===== config.mk =====
export PLATFORM = sky130hd
export DESIGN_NAME = cfu_scan_initiator
export DESIGN_NICKNAME = d
export VERILOG_FILES = /design/src/rtl/cfu_pkg.sv /design/src/rtl/cfu_scan_initiator.sv
export SDC_FILE = /design/constraint.sdc
export NUM_CORES = 1
export LEC_CHECK = 0
export BUFFER_PORTS_ARGS = -buffer_cell sky130_fd_sc_hd__buf_2
export CORE_MARGIN = 2
export CORE_UTILIZATION = 40
export DETAILED_ROUTE_END_ITERATION = 7
export GPL_TIMING_DRIVEN = 0
export SLEW_MARGIN = 30
export SYNTH_ARGS = -nofsm -noshare
export SYNTH_HDL_FRONTEND = slang
export SYNTH_SLANG_ARGS = --single-unit

===== constraint.sdc =====
create_clock -name clk -period 5.8 [get_ports clk]
set_clock_uncertainty 0.2 [all_clocks]
set_input_delay 1.45 -clock clk [delete_from_list [all_inputs] [get_ports clk]]
set_output_delay 1.45 -clock clk [all_outputs]
set_load 0.02 [all_outputs]

===== src/rtl/cfu_pkg.sv =====
// Shared definitions for the CFU scan initiator: default function ids and
// the controller state encoding.
package cfu_pkg;

    localparam logic [9:0] CFU_FID_INIT  = 10'd1;
    localparam logic [9:0] CFU_FID_QUERY = 10'd0;

    typedef enum logic [2:0] {
        S_IDLE,
        S_INIT_CMD,
        S_INIT_RSP,
        S_Q_CMD,
        S_Q_RSP,
        S_EMIT
    } state_t;

endpackage


===== src/rtl/cfu_scan_initiator.sv =====
// CPU-side driver of the CFU command/response bus: one init command carrying
// the box size, then one query per raster grid point, one result per point.
module cfu_scan_initiator
    import cfu_pkg::*;
#(
    parameter int         CNT_W     = 16,
    parameter logic [9:0] FID_INIT  = CFU_FID_INIT,
    parameter logic [9:0] FID_QUERY = CFU_FID_QUERY
) (
    input  logic                 clk,
    input  logic                 reset,
    input  logic                 start,
    input  logic [31:0]          box_w,
    input  logic [31:0]          box_h,
    input  logic [31:0]          org_x,
    input  logic [31:0]          org_y,
    input  logic [CNT_W-1:0]     cols,
    input  logic [CNT_W-1:0]     rows,
    output logic                 cmd_valid,
    input  logic                 cmd_ready,
    output logic [9:0]           cmd_payload_function_id,
    output logic [31:0]          cmd_payload_inputs_0,
    output logic [31:0]          cmd_payload_inputs_1,
    input  logic                 rsp_valid,
    output logic                 rsp_ready,
    input  logic [31:0]          rsp_payload_outputs_0,
    output logic                 res_valid,
    input  logic                 res_ready,
    output logic [31:0]          res_x,
    output logic [31:0]          res_y,
    output logic                 res_in,
    output logic                 busy,
    output logic                 done,
    output logic [2*CNT_W-1:0]   hit_count
);

    state_t             r_state;
    state_t             w_next;
    logic [CNT_W-1:0]   r_xi;
    logic [CNT_W-1:0]   r_yi;
    logic [CNT_W-1:0]   r_cols;
    logic [CNT_W-1:0]   r_rows;
    logic [31:0]        r_box_w;
    logic [31:0]        r_box_h;
    logic [31:0]        r_org_x;
    logic [31:0]        r_org_y;
    logic               r_res_in;
    logic               r_done;
    logic [2*CNT_W-1:0] r_hit_count;

    logic        w_start;
    logic        w_empty;
    logic        w_last;
    logic        w_row_end;
    logic        w_capture;
    logic        w_advance;
    logic        w_finish;
    logic [31:0] w_qx;
    logic [31:0] w_qy;
    logic        w_rsp_unused;

    assign w_start   = (r_state == S_IDLE) && start;
    assign w_empty   = (r_cols == '0) || (r_rows == '0);
    assign w_row_end = (r_xi == r_cols - CNT_W'(1));
    assign w_last    = w_row_end && (r_yi == r_rows - CNT_W'(1));
    assign w_qx      = r_org_x + 32'(r_xi);
    assign w_qy      = r_org_y + 32'(r_yi);
    // Only bit 0 of a query response carries the inside/outside answer.
    assign w_rsp_unused = ^rsp_payload_outputs_0[31:1];

    // NOTE: sequential state uses non-blocking assignments so every register
    // samples pre-edge values regardless of process ordering.
    always_ff @(posedge clk or negedge reset) begin
        if (!reset) begin
            r_state <= S_IDLE;
        end else begin
            r_state <= w_next;
        end
    end

    // NOTE: every combinational output gets a default before the case, so no
    // path through the block can leave a value unassigned and infer a latch.
    always_comb begin
        w_next                  = r_state;
        cmd_valid               = 1'b0;
        cmd_payload_function_id = '0;
        cmd_payload_inputs_0    = '0;
        cmd_payload_inputs_1    = '0;
        rsp_ready               = 1'b0;
        res_valid               = 1'b0;
        w_capture               = 1'b0;
        w_advance               = 1'b0;
        w_finish                = 1'b0;
        case (r_state)
            S_IDLE: begin
                if (start) w_next = S_INIT_CMD;
            end
            S_INIT_CMD: begin
                cmd_valid               = 1'b1;
                cmd_payload_function_id = FID_INIT;
                cmd_payload_inputs_0    = r_box_w;
                cmd_payload_inputs_1    = r_box_h;
                rsp_ready               = 1'b1;
                if (cmd_ready) begin
                    if (!rsp_valid) begin
                        w_next = S_INIT_RSP;
                    end else if (w_empty) begin
                        w_next   = S_IDLE;
                        w_finish = 1'b1;
                    end else begin
                        w_next = S_Q_CMD;
                    end
                end
            end
            S_INIT_RSP: begin
                rsp_ready = 1'b1;
                if (rsp_valid) begin
                    w_next   = w_empty ? S_IDLE : S_Q_CMD;
                    w_finish = w_empty;
                end
            end
            S_Q_CMD: begin
                cmd_valid               = 1'b1;
                cmd_payload_function_id = FID_QUERY;
                cmd_payload_inputs_0    = w_qx;
                cmd_payload_inputs_1    = w_qy;
                rsp_ready               = 1'b1;
                if (cmd_ready) begin
                    w_capture = rsp_valid;
                    w_next    = rsp_valid ? S_EMIT : S_Q_RSP;
                end
            end
            S_Q_RSP: begin
                rsp_ready = 1'b1;
                if (rsp_valid) begin
                    w_capture = 1'b1;
                    w_next    = S_EMIT;
                end
            end
            S_EMIT: begin
                res_valid = 1'b1;
                if (res_ready) begin
                    w_next    = w_last ? S_IDLE : S_Q_CMD;
                    w_finish  = w_last;
                    w_advance = !w_last;
                end
            end
            default: w_next = S_IDLE;
        endcase
    end

    // NOTE: the datapath registers are few and feed outputs that must read 0
    // in reset, so all of them take the asynchronous reset.
    always_ff @(posedge clk or negedge reset) begin
        if (!reset) begin
            r_xi        <= '0;
            r_yi        <= '0;
            r_cols      <= '0;
            r_rows      <= '0;
            r_box_w     <= '0;
            r_box_h     <= '0;
            r_org_x     <= '0;
            r_org_y     <= '0;
            r_res_in    <= 1'b0;
            r_done      <= 1'b0;
            r_hit_count <= '0;
        end else begin
            r_done <= w_finish;
            if (w_start) begin
                r_box_w     <= box_w;
                r_box_h     <= box_h;
                r_org_x     <= org_x;
                r_org_y     <= org_y;
                r_cols      <= cols;
                r_rows      <= rows;
                r_xi        <= '0;
                r_yi        <= '0;
                r_hit_count <= '0;
            end
            if (w_capture) begin
                r_res_in    <= rsp_payload_outputs_0[0];
                r_hit_count <= r_hit_count + (2*CNT_W)'(rsp_payload_outputs_0[0]);
            end
            if (w_advance) begin
                if (w_row_end) begin
                    r_xi <= '0;
                    r_yi <= r_yi + CNT_W'(1);
                end else begin
                    r_xi <= r_xi + CNT_W'(1);
                end
            end
        end
    end

    assign res_x     = w_qx;
    assign res_y     = w_qy;
    assign res_in    = r_res_in;
    assign busy      = (r_state != S_IDLE);
    assign done      = r_done;
    assign hit_count = r_hit_count;

endmodule

==> impl_metrics.json, run 1 <==
{
  "via_per_inst": 5.30,
  "antenna_found_initial": 11,
  "hold_violations": 0,
  "rows": 68,
  "drc": 0,
  "min_period_over_period_pct": 94.9,
  "synth_seq_cells": 229,
  "ant_nets": 0,
  "maxSlewViolCount": 0,
  "startpoint_type": "register",
  "cts_hold_buf": 0,
  "synth.most_common_cell": "nand2_1",
  "numCtsBuffers": 27,
  "fin_ws_ns": 0.298,
  "final_nets": 2364,
  "synth-edff-count": 0,
  "cts_max_level": 1,
  "cts_tree": "yes",
  "routabilityCongestion": 0.936,
  "cts.sinks": 229,
  "synthFlopType": "dfrtp_1",
  "port-buffer-count": 333,
  "post-synth-top-area-cell": "dfrtp_1",
  "outcome": "completed",
  "drv_cap": 0,
  "worst_path_max_delay_cell": "dfrtp_1",
  "clk_latency_ns": 0.55,
  "synth-seq-area-share_pct": 40.7,
  "worst_path_largest_cell_delay_ns": 0.47,
  "clk_path_buf_depth": 3,
  "worstMarginPinSlew_ns": 0.950,
  "cp_cell_sequence": "ha_1 > clkbuf_1 > a211o_1 > o311ai_0 > nand3_1 > nand3_1 > a21boi_0 > xor2_1 > o211a_1 > buf_2",
  "rsz0062_at_grt": "no",
  "synthTopCellsByArea": "dfrtp_1, nand2_1, xnor2_1, nor2_1, ha_1",
  "hpwl_mm": 37.8,
  "async_flop_share_pct": 100,
  "fp.dieArea_sq_mm": 0.0367,
  "ir_worst_vdd_v": 0.000316,
  "max_freq_ghz": 0.182,
  "drt-wirelength-per-cell_um": 18.7,
  "crit_fanout": 8,
  "cts_root_buf": "clkbuf_16",
  "overflow": 0,
  "final_layout_size_suffix_gt1_share_pct": 19.9,
  "grt_first_pass_wirelength_mm": 73.7,
  "multiInputGateArea_sq_mm": 0.00782,
  "finalCriticalPeriod_ns": 5.50,
  "syn_to_final_growth_pct": 23.4,
  "crit_path_end_kind": "output port",
  "synth-warning-count": 0,
  "fin_setup_tns_ns": 0,
  "dp_worst_setup_slack_ns": 0.884,
  "crit_top_cell": "nand3_1",
  "vias": 13800,
  "ff_latch_area_sq_mm": 0.00573,
  "power_density_mw_per_mm2": 549,
  "syn_area_per_cell_sq_um": 8.03,
  "drt_wl_total_mm": 48.7,
  "grt_use_total_pct": 26.1,
  "synth_common_cells": "nand2_1, dfrtp_1, nor2_1",
  "ff2ff_setup_slack_ns": 2.07,
  "netlist_instances": 1752,
  "drt_pass1_iterations": 5,
  "die_h_um": 192,
  "worstPathRequired_ns": 4.15,
  "cp.arrival_ns": 3.85,
  "core-area_sq_mm": 0.0346,
  "grt_max_degree": 73,
  "synth.distinct_cells": 77,
  "cts_setup_buffers": 0,
  "grt_pass1_vias": 13200,
  "hold_class": "reg2reg",
  "fillers": 3517,
  "p_leak_nw": 9.05,
  "slew_headroom_pct": 36.2,
  "pin_count": 374,
  "path_clk_slew_ns": 0.06,
  "cts_resized": 0,
  "initial_core_util_pct": 40.6,
  "crit_type": "reg2out",
  "die_w_um": 192,
  "syn-cell-area_sq_mm": 0.0141,
  "synth_top_area_share_pct": 40.7,
  "final-setup-viol-count": 0,
  "drt_iter0_drc": 870
}
==> through the flow <==
step | hold slack (ns) | power (mW) | util, % | instances | area [sq um]
after floorplan | 0.237 | 6.00 | - | 1760 | 14100
after global placement | 0.252 | 7.71 | 47.2 | 2548 | 16300
after detailed placement | 0.256 | 7.78 | 47.4 | 2551 | 16400
after CTS | 0.271 | 9.54 | 50.0 | 2600 | 17300
after global routing | 0.283 | 10.2 | 50.1 | 2605 | 17400
final | 0.271 | 9.54 | 50.2 | 2609 | 17400
==> cell families after synthesis <==
family / count (synthesis) / synth area share [%]
and+or+nand+nor: 920 / 28.7
AOI/OAI and AO/OA: 278 / 13.2
DFF: 229 / 40.7
buffers and inverters: 135 / 3.98
xor gates and xnor gates: 102 / 6.35
muxes: 47 / 3.34
adders and majority gates: 40 / 3.66
other: 1 / 0.0267
==> layer usage <==
metal | GRT usage [%] | vias to the layer above | wire length [um]
met2 | 42.7 | 488 | 22600
met5 | 0 | - | 53
li1 | - | 6673 | -
met1 | 33.8 | 6563 | 20800
met4 | 8.99 | 8 | 1720
met3 | 5.87 | 99 | 3590
==> final timing paths <==
check	startpoint	end	cells after the start
worst min-delay path	r_box_h[23]	r_box_h[23]	2
worst max-delay path	r_yi[6]	cmd_payload_inputs_1[17]	10
min in group asynchronous	reset	r_rows[7]	1
max in group asynchronous	reset	r_box_w[18]	4
worst min register to register	r_box_h[23]	r_box_h[23]	2
worst max register to register	r_cols[0]	r_xi[13]	11
==> layout make-up <==
cell class / count / share of cell area, %
Sequential cell: 229 / 33.0
Antenna cell: 8 / 0.115
Clock buffer: 36 / 4.55
Clock inverter: 13 / 0.576
Timing Repair Buffer: 337 / 10.2
Buffer: 89 / 2.26
Inverter: 46 / 0.994
Multi-Input combinational cell: 1396 / 45.0
Tap cell: 455 / 3.28
==> sequential cells by signal, summed over array words and instances, names as in the netlist <==
signal / cells
r_org_y: 32
r_org_x: 32
r_cols: 16
hit_count: 32
res_in: 1
r_state: 3
done: 1
r_box_w: 32
r_yi: 16
r_xi: 16
r_rows: 16
r_box_h: 32
==> where the power goes <==
part / leakage [nW] / internal, mW / switching, mW / total (mW)
Clock: 0.450 / 0.997 / 0.725 / 1.72
Sequential: 2.96 / 2.17 / 0.525 / 2.69
Combinational: 5.64 / 1.74 / 3.38 / 5.12
==> cell usage in the layout, fill, tap and decap left out, types with 39 or more instances in the layout <==
cell type / n
nand2_1: 554
buf_2: 333
dfrtp_1: 229
nor2_1: 141
clkbuf_1: 69
xnor2_1: 64
o21ai_0: 57
nand3_1: 52
mux2i_1: 47
inv_1: 46
a21oi_1: 39
==> critical path: cells and delay by family (launching register included) <==
| family | cells | cell delay, ns |
|---|---|---|
| AOI/OAI and AO/OA | 4 | 1.18 |
| xor gates and xnor gates | 1 | 0.37 |
| adders and majority gates | 1 | 0.33 |
| buffers and inverters | 2 | 0.36 |
| DFF | 1 | 0.47 |
| and+or+nand+nor | 2 | 0.59 |
Note: power is estimated with default switching activity, not from simulation.
==> run 2: changes to the inputs <==
--- a/config.mk
+++ b/config.mk
@@ -5,6 +5,7 @@
 export SDC_FILE = /design/constraint.sdc
 export NUM_CORES = 1
 export LEC_CHECK = 0
+export ABC_AREA = 1
 export BUFFER_PORTS_ARGS = -buffer_cell sky130_fd_sc_hd__buf_2
 export CORE_MARGIN = 2
 export CORE_UTILIZATION = 40
==> run 2 against run 1 <==
Compared with the run above:
- final area increased by 3.7%
- routed wire length rose by 8.6%
- die area rose by 4.4%
- count of clock-buffer cells in the layout up 5
- area after synthesis grew 4.5%
- via count increased by 6.8%
- fmax grew 1.6%
- largest cell class unchanged
- largest power group unchanged
==> impl_metrics.json, run 2 <==
{
  "die_h_um": 196,
  "cts_setup_buffers": 0,
  "async_flop_share_pct": 100,
  "drt_iter0_drc": 977,
  "reg2reg_depth": 8,
  "vias": 14800,
  "antenna_found_initial": 5,
  "rsz0062_at_grt": "no",
  "synthFlopType": "dfrtp_1",
  "cp_cell_sequence": "ha_1 > fa_1 > nand2_1 > nand3_1 > o21ai_1 > o21ai_1 > a21oi_1 > o21ai_1 > nand2_1 > nand2_1 > buf_4 > nand3_1 > nand2_1 > o21ai_0 > buf_2",
  "clk_path_buf_depth": 3,
  "final_cell_count_no_fill": 2918,
  "worstReg2RegEnd": "hit_count[27]",
  "cts_resized": 0,
  "crit_fanout": 10,
  "grt_max_degree": 83,
  "synth-edff-count": 0,
  "die_w_um": 196,
  "power_density_mw_per_mm2": 477,
  "outcome": "completed",
  "rows": 70,
  "synth_common_cells": "nand2_1, dfrtp_1, inv_1",
  "cp.arrival_ns": 3.77,
  "core-area_sq_mm": 0.0364,
  "crit_path_end_kind": "output port",
  "drt-wirelength-per-cell_um": 18.1,
  "grt_pass1_vias": 14500,
  "hold_violations": 0,
  "initial_core_util_pct": 40.4,
  "drv_cap": 0,
  "finalCriticalPeriod_ns": 5.42,
  "drt_wl_total_mm": 52.9,
  "clk_latency_ns": 0.55,
  "startpoint_type": "register",
  "ff2ff_setup_slack_ns": 2.58,
  "final_layout_size_suffix_gt1_share_pct": 19.5,
  "min_from": "r_box_h[7]",
  "min_to": "r_box_h[7]",
  "cts_hold_buf": 0,
  "layout_commonest_cell": "nand2_1",
  "port-buffer-count": 333,
  "crit_type": "reg2out",
  "worstMarginPinSlew_ns": 0.984,
  "fin_setup_tns_ns": 0,
  "synth_seq_cells": 229,
  "synth-seq-area-share_pct": 39.0,
  "finalInstanceArea_sq_mm": 0.0180,
  "post-synth-top-area-cell": "dfrtp_1",
  "cts_max_level": 1,
  "cts_root_buf": "clkbuf_16",
  "worst_path_largest_cell_delay_ns": 0.50,
  "ant_nets": 0,
  "overflow": 0,
  "final-setup-viol-count": 0,
  "synth_top_area_share_pct": 39.0,
  "numCtsBuffers": 28,
  "syn-cell-area_sq_mm": 0.0147,
  "crit_top_cell": "nand2_1",
  "syn_area_per_cell_sq_um": 7.17,
  "path_clk_slew_ns": 0.06,
  "grt_first_pass_wirelength_mm": 81.8,
  "layout_common_cells": "nand2_1, buf_2, dfrtp_1",
  "synth.distinct_cells": 55,
  "routabilityCongestion": 0.917,
  "drt_pass1_iterations": 5,
  "min_period_over_period_pct": 93.4,
  "worstPathRequired_ns": 4.15,
  "p_leak_nw": 9.81,
  "netlist_instances": 2051,
  "hold-path-cell-count": 2,
  "dp.cells": 2863,
  "cts.sinks": 229,
  "hpwl_mm": 41.4,
  "cts_tree": "yes",
  "slew_headroom_pct": 34.4,
  "synth.most_common_cell": "nand2_1",
  "reg2reg_from": "r_state[0]",
  "crit_family": "compound AO/OA/AOI/OAI gates",
  "synthTopCellsByArea": "dfrtp_1, nand2_1, nand3_1, inv_1, xor2_1",
  "hold_class": "reg2reg",
  "syn_to_final_growth_pct": 22.4,
  "final_nets": 2663,
  "fp.dieArea_sq_mm": 0.0383,
  "via_per_inst": 5.06,
  "drc": 0,
  "pin_count": 374,
  "whs_ns": 0.274,
  "grt_use_total_pct": 27.4,
  "ir_worst_vdd_v": 0.000335,
  "synth-warning-count": 0,
  "postPlaceCellArea_sq_mm": 0.0171,
  "worst_path_max_delay_cell": "dfrtp_1",
  "maxSlewViolCount": 0,
  "max_freq_ghz": 0.185,
  "crit_buf_inv": 2
}
## run 2: metrics by stage
stage	setup slack (ns)	utilization [%]	total power [mW]
after detailed placement	1.06	46.8	6.80
after global routing	0.112	49.4	9.19
after global placement	-1.38	46.6	6.74
after CTS	0.447	49.4	8.62
final	0.384	49.4	8.58
after floorplan	1.48	-	5.24
## run 2: layer usage
| layer | part of all wire (%) | track usage [%] | vias to the layer above |
|---|---|---|---|
| li1 | - | - | 7299 |
| met1 | 44 | 36.7 | 6897 |
| met2 | 45 | 44.2 | 493 |
| met3 | 7.5 | 6.15 | 79 |
| met4 | 3.2 | 8.81 | 2 |
| met5 | 0.023 | 0 | - |
## run 2: cells by family after synthesis
kind of cell    count (synthesis)  synth area share (%)
other cells                     1                0.0255
simple gates                 1190                  34.2
xor+xnor                       99                  6.04
compound gates                222                  9.49
buf+inv                       261                  7.17
fa+ha+maj                      40                  3.51
flops                         229                  39.0
mux                             9                 0.613
## run 2: worst max-delay path by stage
stage | from | endpoint | slack (ns) | depth (start not counted)
finish | r_xi[0] | cmd_payload_inputs_0[24] | 0.38 | 15
global route | r_xi[0] | cmd_payload_inputs_0[24] | 0.11 | 15
CTS | r_xi[0] | cmd_payload_inputs_0[24] | 0.45 | 15
detailed placement | r_xi[0] | cmd_payload_inputs_0[24] | 1.06 | 15
global placement | reset | r_box_w[30] | -1.38 | 1
floorplan | r_xi[0] | cmd_payload_inputs_0[26] | 1.48 | 14
## run 2: area by class of cell
class	count	area (sq um)
clock inverters	11	87.6
flip-flops and latches	229	5730
repair buffers	336	1750
diodes	3	7.51
multi-input cells	1569	7950
well taps	468	586
fillers	3763	18400
clock buffers	41	841
plain buffers	77	364
inverters	184	691
## run 2: report_power, final
group	switching [mW]	internal, mW	total (mW)
Combinational	2.86	1.30	4.16
Clock	0.733	1.04	1.78
Sequential	0.495	2.15	2.64
## run 2: worst register-to-register path: cells and delay by family (launching register included)
| kind | cells | cell delay [ns] |
|---|---|---|
| flip-flops | 1 | 0.42 |
| AO/OA/AOI/OAI | 1 | 0.09 |
| AND/OR/NAND/NOR | 4 | 1.10 |
| buffers and inverters | 3 | 1.28 |
==> run 3: changes to the inputs <==
--- a/config.mk
+++ b/config.mk
@@ -11,6 +11,7 @@
 export CORE_UTILIZATION = 40
 export DETAILED_ROUTE_END_ITERATION = 7
 export GPL_TIMING_DRIVEN = 0
+export PLACE_DENSITY = 0.73
 export SLEW_MARGIN = 30
 export SYNTH_ARGS = -nofsm -noshare
 export SYNTH_HDL_FRONTEND = slang
==> run 3 against run 2 <==
Compared with the run above:
- clock power fell by 4%
- routed wire length grew 1.3%
- cell count fell by 0.10%
- fmax is essentially flat
- global-route usage is 0.36 points higher
- critical path depth is the same
- sequential power barely moved
- first-iteration DRC count grew 20%
- highest routed layer unchanged
==> impl_metrics.json, run 3 (synthesis results as in run 2) <==
{
  "dp.cells": 2862,
  "cts_resized": 0,
  "fp.dieArea_sq_mm": 0.0383,
  "cts_hold_buf": 0,
  "drv_cap": 0,
  "drt_iter0_drc": 1171,
  "drc": 0,
  "crit_top_cell": "nand2_1",
  "cts_max_level": 1,
  "grt_first_pass_wirelength_mm": 83.2,
  "final_cell_count_no_fill": 2915,
  "power_mw": 8.52,
  "max_freq_ghz": 0.185,
  "worstMarginPinSlew_ns": 1.05,
  "grtUsageMet1_pct": 35.9,
  "antenna_found_initial": 7,
  "cp_cell_sequence": "ha_1 > fa_1 > nand2_1 > nand3_1 > o21ai_1 > o21ai_1 > a21oi_1 > o21ai_1 > nand2_1 > nand2_1 > buf_4 > nand3_1 > nand2_1 > o21ai_0 > buf_2",
  "power_density_mw_per_mm2": 475,
  "final_layout_size_suffix_gt1_share_pct": 19.4,
  "slew_headroom_pct": 30.1,
  "grt_pass1_vias": 15100,
  "grt_use_total_pct": 27.8,
  "grt.met2_usage_pct": 46.1,
  "worst_path_max_delay_cell": "dfrtp_1",
  "top_usage_layer": "met2",
  "worst_path_largest_cell_delay_ns": 0.47,
  "hold_class": "reg2reg",
  "drt_pass1_iterations": 5,
  "ant_nets": 0,
  "path_clk_slew_ns": 0.07,
  "grtUsageMet3_pct": 4.80,
  "rows": 70,
  "vias": 15200,
  "rsz0062_at_grt": "no",
  "cts_root_buf": "clkbuf_16",
  "drt-wirelength-per-cell_um": 18.4,
  "postPlaceCellArea_sq_mm": 0.0171,
  "final-setup-viol-count": 0,
  "hpwl_mm": 41.7,
  "core-area_sq_mm": 0.0364,
  "die_w_um": 196,
  "dp_worst_setup_slack_ns": 1.03,
  "via_per_inst": 5.20,
  "initial_core_util_pct": 40.4,
  "cts_tree": "yes",
  "startpoint_type": "register",
  "crit_path_end_kind": "output port",
  "cts.sinks": 229,
  "crit_fanout": 10,
  "port-buffer-count": 333,
  "routabilityCongestion": 0.940,
  "p_leak_nw": 9.79,
  "crit_type": "reg2out",
  "finalInstanceArea_sq_mm": 0.0179,
  "clk_path_buf_depth": 3,
  "hold_violations": 0,
  "grt_max_degree": 80,
  "clk_latency_ns": 0.56,
  "layout_common_cells": "nand2_1, buf_2, dfrtp_1",
  "maxSlewViolCount": 0,
  "worstPathRequired_ns": 4.15,
  "drt_wl_total_mm": 53.6,
  "layout_commonest_cell": "nand2_1",
  "syn_to_final_growth_pct": 21.9,
  "final_nets": 2662,
  "cp.arrival_ns": 3.76,
  "outcome": "completed",
  "fin_ws_ns": 0.386,
  "ir_worst_vdd_v": 0.000313,
  "pin_count": 374,
  "cts_setup_buffers": 0,
  "overflow": 0,
  "numCtsBuffers": 28,
  "min_period_over_period_pct": 93.3,
  "die_h_um": 196,
  "finalCriticalPeriod_ns": 5.41
}
## run 3: cell count changes in the layout (fill, tap and decap cells not counted), moves of 2 or more
cell	before	now
clkinvlp_4	3	1
inv_6	0	3
clkinv_4	0	2
clkbuf_1	54	52
clkbuf_8	7	3
## run 3: final cells by class
cell class	count	area, sq um
Fill cell	3640	18500
Timing Repair Buffer	335	1730
Antenna cell	4	10.0
Multi-Input combinational cell	1569	7950
Tap cell	468	586
Inverter	184	691
Buffer	77	365
Sequential cell	229	5730
Clock buffer	36	782
Clock inverter	13	86.3
## run 3: worst paths after layout
path	start	to	slack, ns	depth (start not counted)
worst max-delay path	r_xi[0]	cmd_payload_inputs_0[24]	0.39	15
worst min-delay path	r_box_w[29]	r_box_w[29]	0.27	2
worst max register to register	r_state[1]	hit_count[6]	2.65	8
worst min register to register	r_box_w[29]	r_box_w[29]	0.27	2
max in group asynchronous	reset	hit_count[31]	3.85	2
min in group asynchronous	reset	r_box_h[9]	0.65	1
## run 3: where the power goes
| group | total, mW | internal, mW | switching, mW |
|---|---|---|---|
| Clock | 1.70 | 0.952 | 0.750 |
| Sequential | 2.65 | 2.15 | 0.503 |
| Combinational | 4.17 | 1.30 | 2.87 |
| Total | 8.52 | 4.40 | 4.13 |
## run 3: stage by stage
stage	TNS, ns	hold WS (ns)	util (%)
2_1_floorplan	0	0.242	-
3_3_place_gp	-261.21	0.254	46.6
3_5_place_dp	0	0.259	46.8
4_1_cts	0	0.273	49.2
5_1_grt	0	0.293	49.2
6_report	0	0.270	49.2
## run 3: worst max-delay path, delay by kind of cell, from the launching register on
family / cells / cell delay (ns)
AOI/OAI and AO/OA: 5 / 0.98
buffers and inverters: 2 / 0.47
and+or+nand+nor: 6 / 0.57
DFF: 1 / 0.47
adders and majority gates: 2 / 0.68
## run 3: per-layer routing
layer	up-vias	routed length (um)
li1	7305	-
met1	7161	22700
met2	555	24800
met3	128	3630
met4	8	2430
met5	-	57
